File: config.mk
export PLATFORM = sky130hd
export DESIGN_NAME = spi_ram_burst_flat
export DESIGN_NICKNAME = d
export VERILOG_FILES = /design/src/rtl/spi_ram_burst_if.sv /design/src/rtl/spi_ram_burst.sv /design/src/flat_wrapper.sv
export SDC_FILE = /design/constraint.sdc
export NUM_CORES = 2
export LEC_CHECK = 0
export ABC_AREA = 1
export BUFFER_PORTS_ARGS = -buffer_cell sky130_fd_sc_hd__clkbuf_2
export CORE_ASPECT_RATIO = 1.2
export CORE_MARGIN = 1
export CORE_UTILIZATION = 37
export CTS_CLUSTER_DIAMETER = 150
export DETAILED_ROUTE_END_ITERATION = 16
export HOLD_SLACK_MARGIN = 0.1
export PLACE_DENSITY_LB_ADDON = 0.1
export SLEW_MARGIN = 20
export SYNTH_ARGS = -nofsm -noshare
export SYNTH_HDL_FRONTEND = slang
export SYNTH_SLANG_ARGS = --single-unit
File: constraint.sdc
create_clock -name clk -period 14.38 [get_ports clk]
set_clock_uncertainty 0.2 [all_clocks]
set_input_delay 1.438 -clock clk [delete_from_list [all_inputs] [get_ports clk]]
set_output_delay 1.438 -clock clk [all_outputs]
set_load 0.03 [all_outputs]
File: src/rtl/spi_ram_burst_if.sv
// Command/response bundle between the SPI front end and the RAM slave.
interface spi_ram_burst_if #(
  parameter int DATA_W = 8
);
  logic              rx_valid;
  logic [DATA_W+1:0] din;
  logic [DATA_W-1:0] dout;
  logic              tx_valid;
  logic              ready;
  logic              err;

  modport master (
    output rx_valid, din,
    input  dout, tx_valid, ready, err
  );

  modport slave (
    input  rx_valid, din,
    output dout, tx_valid, ready, err
  );
endinterface

File: src/rtl/spi_ram_burst.sv
// Command-decoded RAM slave: write/read address and data commands,
// optional address auto-increment, sequential clear after reset.
//
// state    | meaning
// ---------+-----------------------------------------------------------
// ST_CLEAR | zeroing mem[clr_cnt] one word per cycle, commands rejected
// ST_IDLE  | clear done, ready=1, commands decoded on rx_valid
module spi_ram_burst #(
  parameter int DATA_W    = 8,
  parameter int ADDR_W    = 8,
  parameter int MEM_DEPTH = 256,
  parameter int AUTO_INC  = 1
) (
  input  logic            clk,
  input  logic            rst_n,
  spi_ram_burst_if.slave  bus
);

  localparam int              LAST_I  = MEM_DEPTH - 1;
  localparam logic [ADDR_W-1:0] LAST  = LAST_I[ADDR_W-1:0];
  localparam logic [ADDR_W:0]   DEPTH_X = MEM_DEPTH[ADDR_W:0];

  localparam logic [1:0] CMD_WA = 2'b00;
  localparam logic [1:0] CMD_WD = 2'b01;
  localparam logic [1:0] CMD_RA = 2'b10;
  localparam logic [1:0] CMD_RD = 2'b11;

  typedef enum logic {
    ST_CLEAR,
    ST_IDLE
  } state_t;

  state_t state, state_nxt;

  logic [DATA_W-1:0] mem [0:MEM_DEPTH-1];

  logic [ADDR_W-1:0] addr_wr, addr_wr_nxt;
  logic [ADDR_W-1:0] addr_rd, addr_rd_nxt;
  logic [ADDR_W-1:0] clr_cnt, clr_cnt_nxt;

  logic              mem_we;
  logic [ADDR_W-1:0] mem_waddr;
  logic [DATA_W-1:0] mem_wdata;
  logic              rd_en;
  logic              err_nxt;

  logic [DATA_W-1:0] dout_q;
  logic              tx_q;
  logic              err_q;

  logic [1:0]        cmd;
  logic [ADDR_W-1:0] cmd_addr;
  logic              addr_ok;

  // Wrapping increment that respects non-power-of-two depths.
  function automatic logic [ADDR_W-1:0] inc_wrap(input logic [ADDR_W-1:0] a);
    return (a == LAST) ? '0 : a + 1'b1;
  endfunction

  assign cmd      = bus.din[DATA_W+1:DATA_W];
  assign cmd_addr = bus.din[ADDR_W-1:0];
  assign addr_ok  = ({1'b0, cmd_addr} < DEPTH_X);

  // Next-state, address updates and memory write port selection.
  always_comb begin
    state_nxt   = state;
    clr_cnt_nxt = clr_cnt;
    addr_wr_nxt = addr_wr;
    addr_rd_nxt = addr_rd;
    mem_we      = 1'b0;
    mem_waddr   = addr_wr;
    mem_wdata   = bus.din[DATA_W-1:0];
    rd_en       = 1'b0;
    err_nxt     = 1'b0;

    case (state)
      ST_CLEAR: begin
        mem_we      = 1'b1;
        mem_waddr   = clr_cnt;
        mem_wdata   = '0;
        clr_cnt_nxt = inc_wrap(clr_cnt);
        if (clr_cnt == LAST) state_nxt = ST_IDLE;
        if (bus.rx_valid) err_nxt = 1'b1;
      end
      ST_IDLE: begin
        if (bus.rx_valid) begin
          case (cmd)
            CMD_WA: begin
              if (addr_ok) addr_wr_nxt = cmd_addr;
              else         err_nxt     = 1'b1;
            end
            CMD_WD: begin
              mem_we = 1'b1;
              if (AUTO_INC != 0) addr_wr_nxt = inc_wrap(addr_wr);
            end
            CMD_RA: begin
              if (addr_ok) addr_rd_nxt = cmd_addr;
              else         err_nxt     = 1'b1;
            end
            CMD_RD: begin
              rd_en = 1'b1;
              if (AUTO_INC != 0) addr_rd_nxt = inc_wrap(addr_rd);
            end
            default: ;
          endcase
        end
      end
      default: state_nxt = ST_CLEAR;
    endcase
  end

  // State, address pointers and registered outputs.
  always_ff @(posedge clk or negedge rst_n) begin
    if (!rst_n) begin
      state   <= ST_CLEAR;
      clr_cnt <= '0;
      addr_wr <= '0;
      addr_rd <= '0;
      dout_q  <= '0;
      tx_q    <= 1'b0;
      err_q   <= 1'b0;
    end else begin
      state   <= state_nxt;
      clr_cnt <= clr_cnt_nxt;
      addr_wr <= addr_wr_nxt;
      addr_rd <= addr_rd_nxt;
      tx_q    <= rd_en;
      err_q   <= err_nxt;
      if (rd_en) dout_q <= mem[addr_rd];
    end
  end

  // Single write port shared by the clear sequencer and write-data command.
  always_ff @(posedge clk) begin
    if (mem_we) mem[mem_waddr] <= mem_wdata;
  end

  assign bus.dout     = dout_q;
  assign bus.tx_valid = tx_q;
  assign bus.err      = err_q;
  assign bus.ready    = (state == ST_IDLE);

endmodule

File: src/flat_wrapper.sv
// flat-port wrapper written by rule: the top's interface ports become plain ports
module spi_ram_burst_flat 
#(
  parameter int DATA_W    = 8,
  parameter int ADDR_W    = 8,
  parameter int MEM_DEPTH = 256,
  parameter int AUTO_INC  = 1
)
  (clk, rst_n, bus_rx_valid, bus_din, bus_dout, bus_tx_valid, bus_ready, bus_err);
  spi_ram_burst_if #(.DATA_W(DATA_W)) bus_i ();
  input  logic clk;
  input  logic rst_n;
  input wire logic [$bits(bus_i.rx_valid)-1:0] bus_rx_valid;
  input wire logic [$bits(bus_i.din)-1:0] bus_din;
  output wire logic [$bits(bus_i.dout)-1:0] bus_dout;
  output wire logic [$bits(bus_i.tx_valid)-1:0] bus_tx_valid;
  output wire logic [$bits(bus_i.ready)-1:0] bus_ready;
  output wire logic [$bits(bus_i.err)-1:0] bus_err;
  assign bus_i.rx_valid = bus_rx_valid;
  assign bus_i.din = bus_din;
  assign bus_dout = bus_i.dout;
  assign bus_tx_valid = bus_i.tx_valid;
  assign bus_ready = bus_i.ready;
  assign bus_err = bus_i.err;
  spi_ram_burst #(.DATA_W(DATA_W), .ADDR_W(ADDR_W), .MEM_DEPTH(MEM_DEPTH), .AUTO_INC(AUTO_INC)) u_core (.clk(clk), .rst_n(rst_n), .bus(bus_i));
endmodule
==> Flow_metrics.wiki <==
{| class="wikitable"
! Metric !! Value
|-
| Core Util, Final || 41.2%
|-
| Vias per Instance || 5.33
|-
| Worst setup EP type || flip-flop
|-
| Clock tree from TritonCTS || built
|-
| Post-synthesis register bit count || 2,083
|-
| Final count of hold timing violations || 0
|-
| Detailed-placement wirelength estimate || 148,000 um
|-
| Number of H-tree levels || 4
|-
| Layout-stage area growth over the synthesis result || 10.7%
|-
| Cell type of the slowest stage on the worst timing path || buf_4
|-
| Power density over cell area || 136 nW/um2
|-
| Type of the setup path with the least slack || flip-flop to flip-flop
|-
| CTS Root Buffer Type || clkbuf_16
|-
| Largest fanout on the critical path || 84
|-
| Total of endpoints with negative setup slack in the final report || 0
|-
| Multiplexer share of the synthesized area || 0%
|-
| Synthesized cell area || 85,700 um2
|-
| Y dimension of the die || 529 um
|-
| Port Buffer Count || 23
|-
| Hold bufs inserted after CTS || 0
|-
| Final weighted congestion in routability-driven placement || 0.837
|-
| Worst vdd rail ir drop || 0.0888 mV
|-
| Max Freq || 0.174 GHz
|-
| Number of warning messages in the yosys log || 0
|-
| CORE AREA || 230,000 um2
|-
| Number of buffers created by CTS || 221
|-
| Remaining number of nets flagged by the antenna check after routing || 0
|-
| Ports placed on the boundary || 24
|-
| Post-synthesis share of cell area spent on full adders, half adders and majority gates || 0.0438%
|-
| Cell Chain, Critical Path || buf_4 > buf_4 > buf_4 > nand2_1 > nand3_1 > nand3_1 > nand3_1 > nand3_1 > nand3_1 > nand3_1 > nand3_1 > nand3_1 > nand2_1
|-
| Class of the tightest hold or removal check || flip-flop to flip-flop
|-
| Number of optimization iterations in the first detailed-route pass || 5
|-
| Max-cap violations || 0
|-
| Final-layout setup total negative slack || 0 ns
|-
| Most frequent cell after synthesis || nand2_1
|-
| Arrival time at the worst endpoint || 6.35 ns
|-
| Number of global-route vias before repair || 53,279
|-
| Status || completed
|-
| Number of vias in the routed layout || 55,240
|-
| Clock period minus worst slack || 5.74 ns
|-
| Biggest area consumer among synthesized cells || edfxtp_1
|-
| EDFF count, synth || 2,048
|-
| List of most frequent post-synthesis cells || 2,189 x nand2_1, 2,048 x edfxtp_1, 1,890 x nand3_1
|-
| Leakage component of the power || 31.6 nW
|-
| Std-Cell Rows || 193
|-
| Per-instance average area after synthesis || 11.7 um2
|-
| Maximum buffer depth of the clock tree || 4
|-
| Simple-gate area share of the yosys netlist || 22.5%
|-
| Fraction of synthesis flops using an asynchronous set or reset pin || 1.68%
|-
| Complex-gate fraction of the synthesized area || 0.809%
|-
| Area of the die || 234,000 um2
|-
| Synthesized instance count || 7,331
|-
| Initial antenna violation count || 10
|-
| Max Slew Vio Count || 0
|-
| Post-synthesis cell type count || 35
|-
| Register clock-pin slew on the reported worst setup and hold paths || 0.06 ns
|-
| Actual slew at the worst max-slew pin || 1.14 ns
|-
| Area share of the leading cell type in the synthesized netlist || 71.8%
|-
| Worst-Skew Late Latency || 0.87 ns
|-
| Leading post-synthesis cells by cell area || edfxtp_1 72%, nand3_1 11%, nand2_1 9.6%, buf_2 1.5%, nor2_1 1.4%
|-
| X dimension of the die || 441 um
|-
| Final Cycle Share || 39.9%
|-
| Main combinational cell family by area after synthesis || simple AND/OR/NAND/NOR gates
|-
| Final #Nets || 7,190
|-
| Violation count after the first detailed-route iteration || 5,030
|-
| Wire length per cell after detailed routing || 25.9 um
|-
| Largest net degree at the start of global routing || 195
|-
| Net Count, Synth || 7,347
|-
| Cell family contributing the most delay on the critical path || buffers and inverters
|-
| Critical path startpoint category || flip-flop
|-
| Worst path max stage delay || 0.87 ns
|-
| Starting utilization of the core area || 37.2%
|-
| Share of layout cells above drive strength 1 || 6.50%
|-
| Total congestion overflow after global routing || 0
|-
| Primary flip-flop cell chosen by synthesis mapping || edfxtp_1
|-
| Most Frequent Cell on Critical Path || nand3_1
|-
| Clock sinks || 2,083
|-
| Share of the yosys chip area belonging to registers || 72.8%
|-
| First-pass GRT wire length || 388,000 um
|-
| Total setup buffers inserted after CTS || 0
|-
| Required time worst endpoint || 14.99 ns
|-
| Gates resized, CTS repair || 0
|-
| Global routing usage summed across all routing layers || 22.7%
|-
| Xor and xnor area share after synthesis || 0.0511%
|-
| Remaining max-slew budget at the tightest pin || 23.7%
|-
| Crit path buf inv count || 3
|-
| Setup repair after global routing missed its margin || false
|-
| DRC violation count after routing || 0
|-
| Detailed Route WL || 269,000 um
|-
| Worst reg-to-reg setup slack || 8.64 ns
|}
-- per-stage QoR --
stage | worst slack (ns) | total power [mW] | cell area (um2) | hold WS [ns] | std cells
final | 8.64 | 12.9 | 94800 | 0.325 | 10373
after global routing | 8.46 | 13.2 | 94800 | 0.354 | 10373
after CTS | 8.53 | 13.0 | 94800 | 0.324 | 10372
after detailed placement | 8.55 | 7.36 | 87900 | 0.309 | 9973
after global placement | 8.47 | 7.37 | 87800 | 0.295 | 9973
after floorplan | 9.16 | 7.14 | 85700 | 0.272 | 7331
-- flip-flops by register name, indices dropped and copies added, names as in the netlist --
name	cells
u_core.addr_rd	8
u_core.addr_wr	8
u_core.bus.dout	8
u_core.bus.err	1
u_core.bus.ready	1
u_core.bus.tx_valid	1
u_core.clr_cnt	8
u_core.mem	2048
-- logic make-up after synthesis --
group,count (synthesis)
AO/OA/AOI/OAI,118
AND/OR/NAND/NOR,4476
buffers and inverters,646
adder cells (fa/ha/maj),3
flip-flops,2083
XOR/XNOR,5
-- worst register-to-register path, stage by stage (launching register included) --
cell and delay, ns:
dfrtp_4 0.72, buf_4 0.74, buf_4 0.83, buf_4 0.90, nand2_1 0.13, nand3_1 0.12
nand3_1 0.11, nand3_1 0.23, nand3_1 0.10, nand3_1 0.25, nand3_1 0.56, nand3_1 0.55
nand3_1 0.14, nand2_1 0.09
-- metal layers --
metal	vias to the layer above	global-route usage (%)	part of all wire (%)
met3	357	2.68	4.9
met5	-	0	0.010
met2	1526	38.0	49
met4	4	6.65	3.0
li1	25521	-	-
met1	27832	31.0	43
-- worst paths after layout --
path | start | to | cells after the start
max in group asynchronous | rst_n | u_core.addr_rd[2] | 2
min | u_core.clr_cnt[1] | u_core.clr_cnt[1] | 2
max reg2reg | u_core.addr_rd[0] | u_core.bus.dout[4] | 13
min in group asynchronous | rst_n | u_core.bus.tx_valid | 2
min reg2reg | u_core.clr_cnt[1] | u_core.clr_cnt[1] | 2
max | u_core.addr_rd[0] | u_core.bus.dout[4] | 13
-- layout make-up --
cell class / instances / area, um2
tap: 3022 / 3780
timing repair buffer: 108 / 870
antenna: 1 / 2.50
inverter: 158 / 692
sequential: 2083 / 62400
clock buffer: 269 / 5820
clock inverter: 130 / 1140
fill: 21890 / 136000
multi-input combinational: 4602 / 20100
-- power breakdown --
group / switching [mW] / leakage, nW / internal (mW)
registers: 0.0113 / 14.6 / 6.56
logic: 0.483 / 13.6 / 0.174
clock network: 2.40 / 3.41 / 3.22
-- cell usage in the layout, fill, tap and decap left out, drive strengths merged --
master | netlist | layout
a21oi | 38 | 38
a221oi | 1 | 1
a22oi | 12 | 12
a31oi | 1 | 1
buf | 390 | 85
bufinv | 0 | 20
clkbuf | 98 | 292
clkinv | 6 | 108
clkinvlp | 0 | 6
dfrtp | 35 | 35
diode | 0 | 1
edfxtp | 2048 | 2048
ha | 3 | 3
inv | 152 | 154
nand2 | 2191 | 2191
nand3 | 1890 | 1890
nand3b | 1 | 1
nand4 | 1 | 1
nor2 | 324 | 324
nor3 | 50 | 50
nor3b | 1 | 1
o211ai | 20 | 20
o21ai | 41 | 41
o22ai | 5 | 5
or2 | 18 | 18
xnor2 | 1 | 1
xor2 | 4 | 4
No activity file was read; power rests on OpenSTA's default activity.
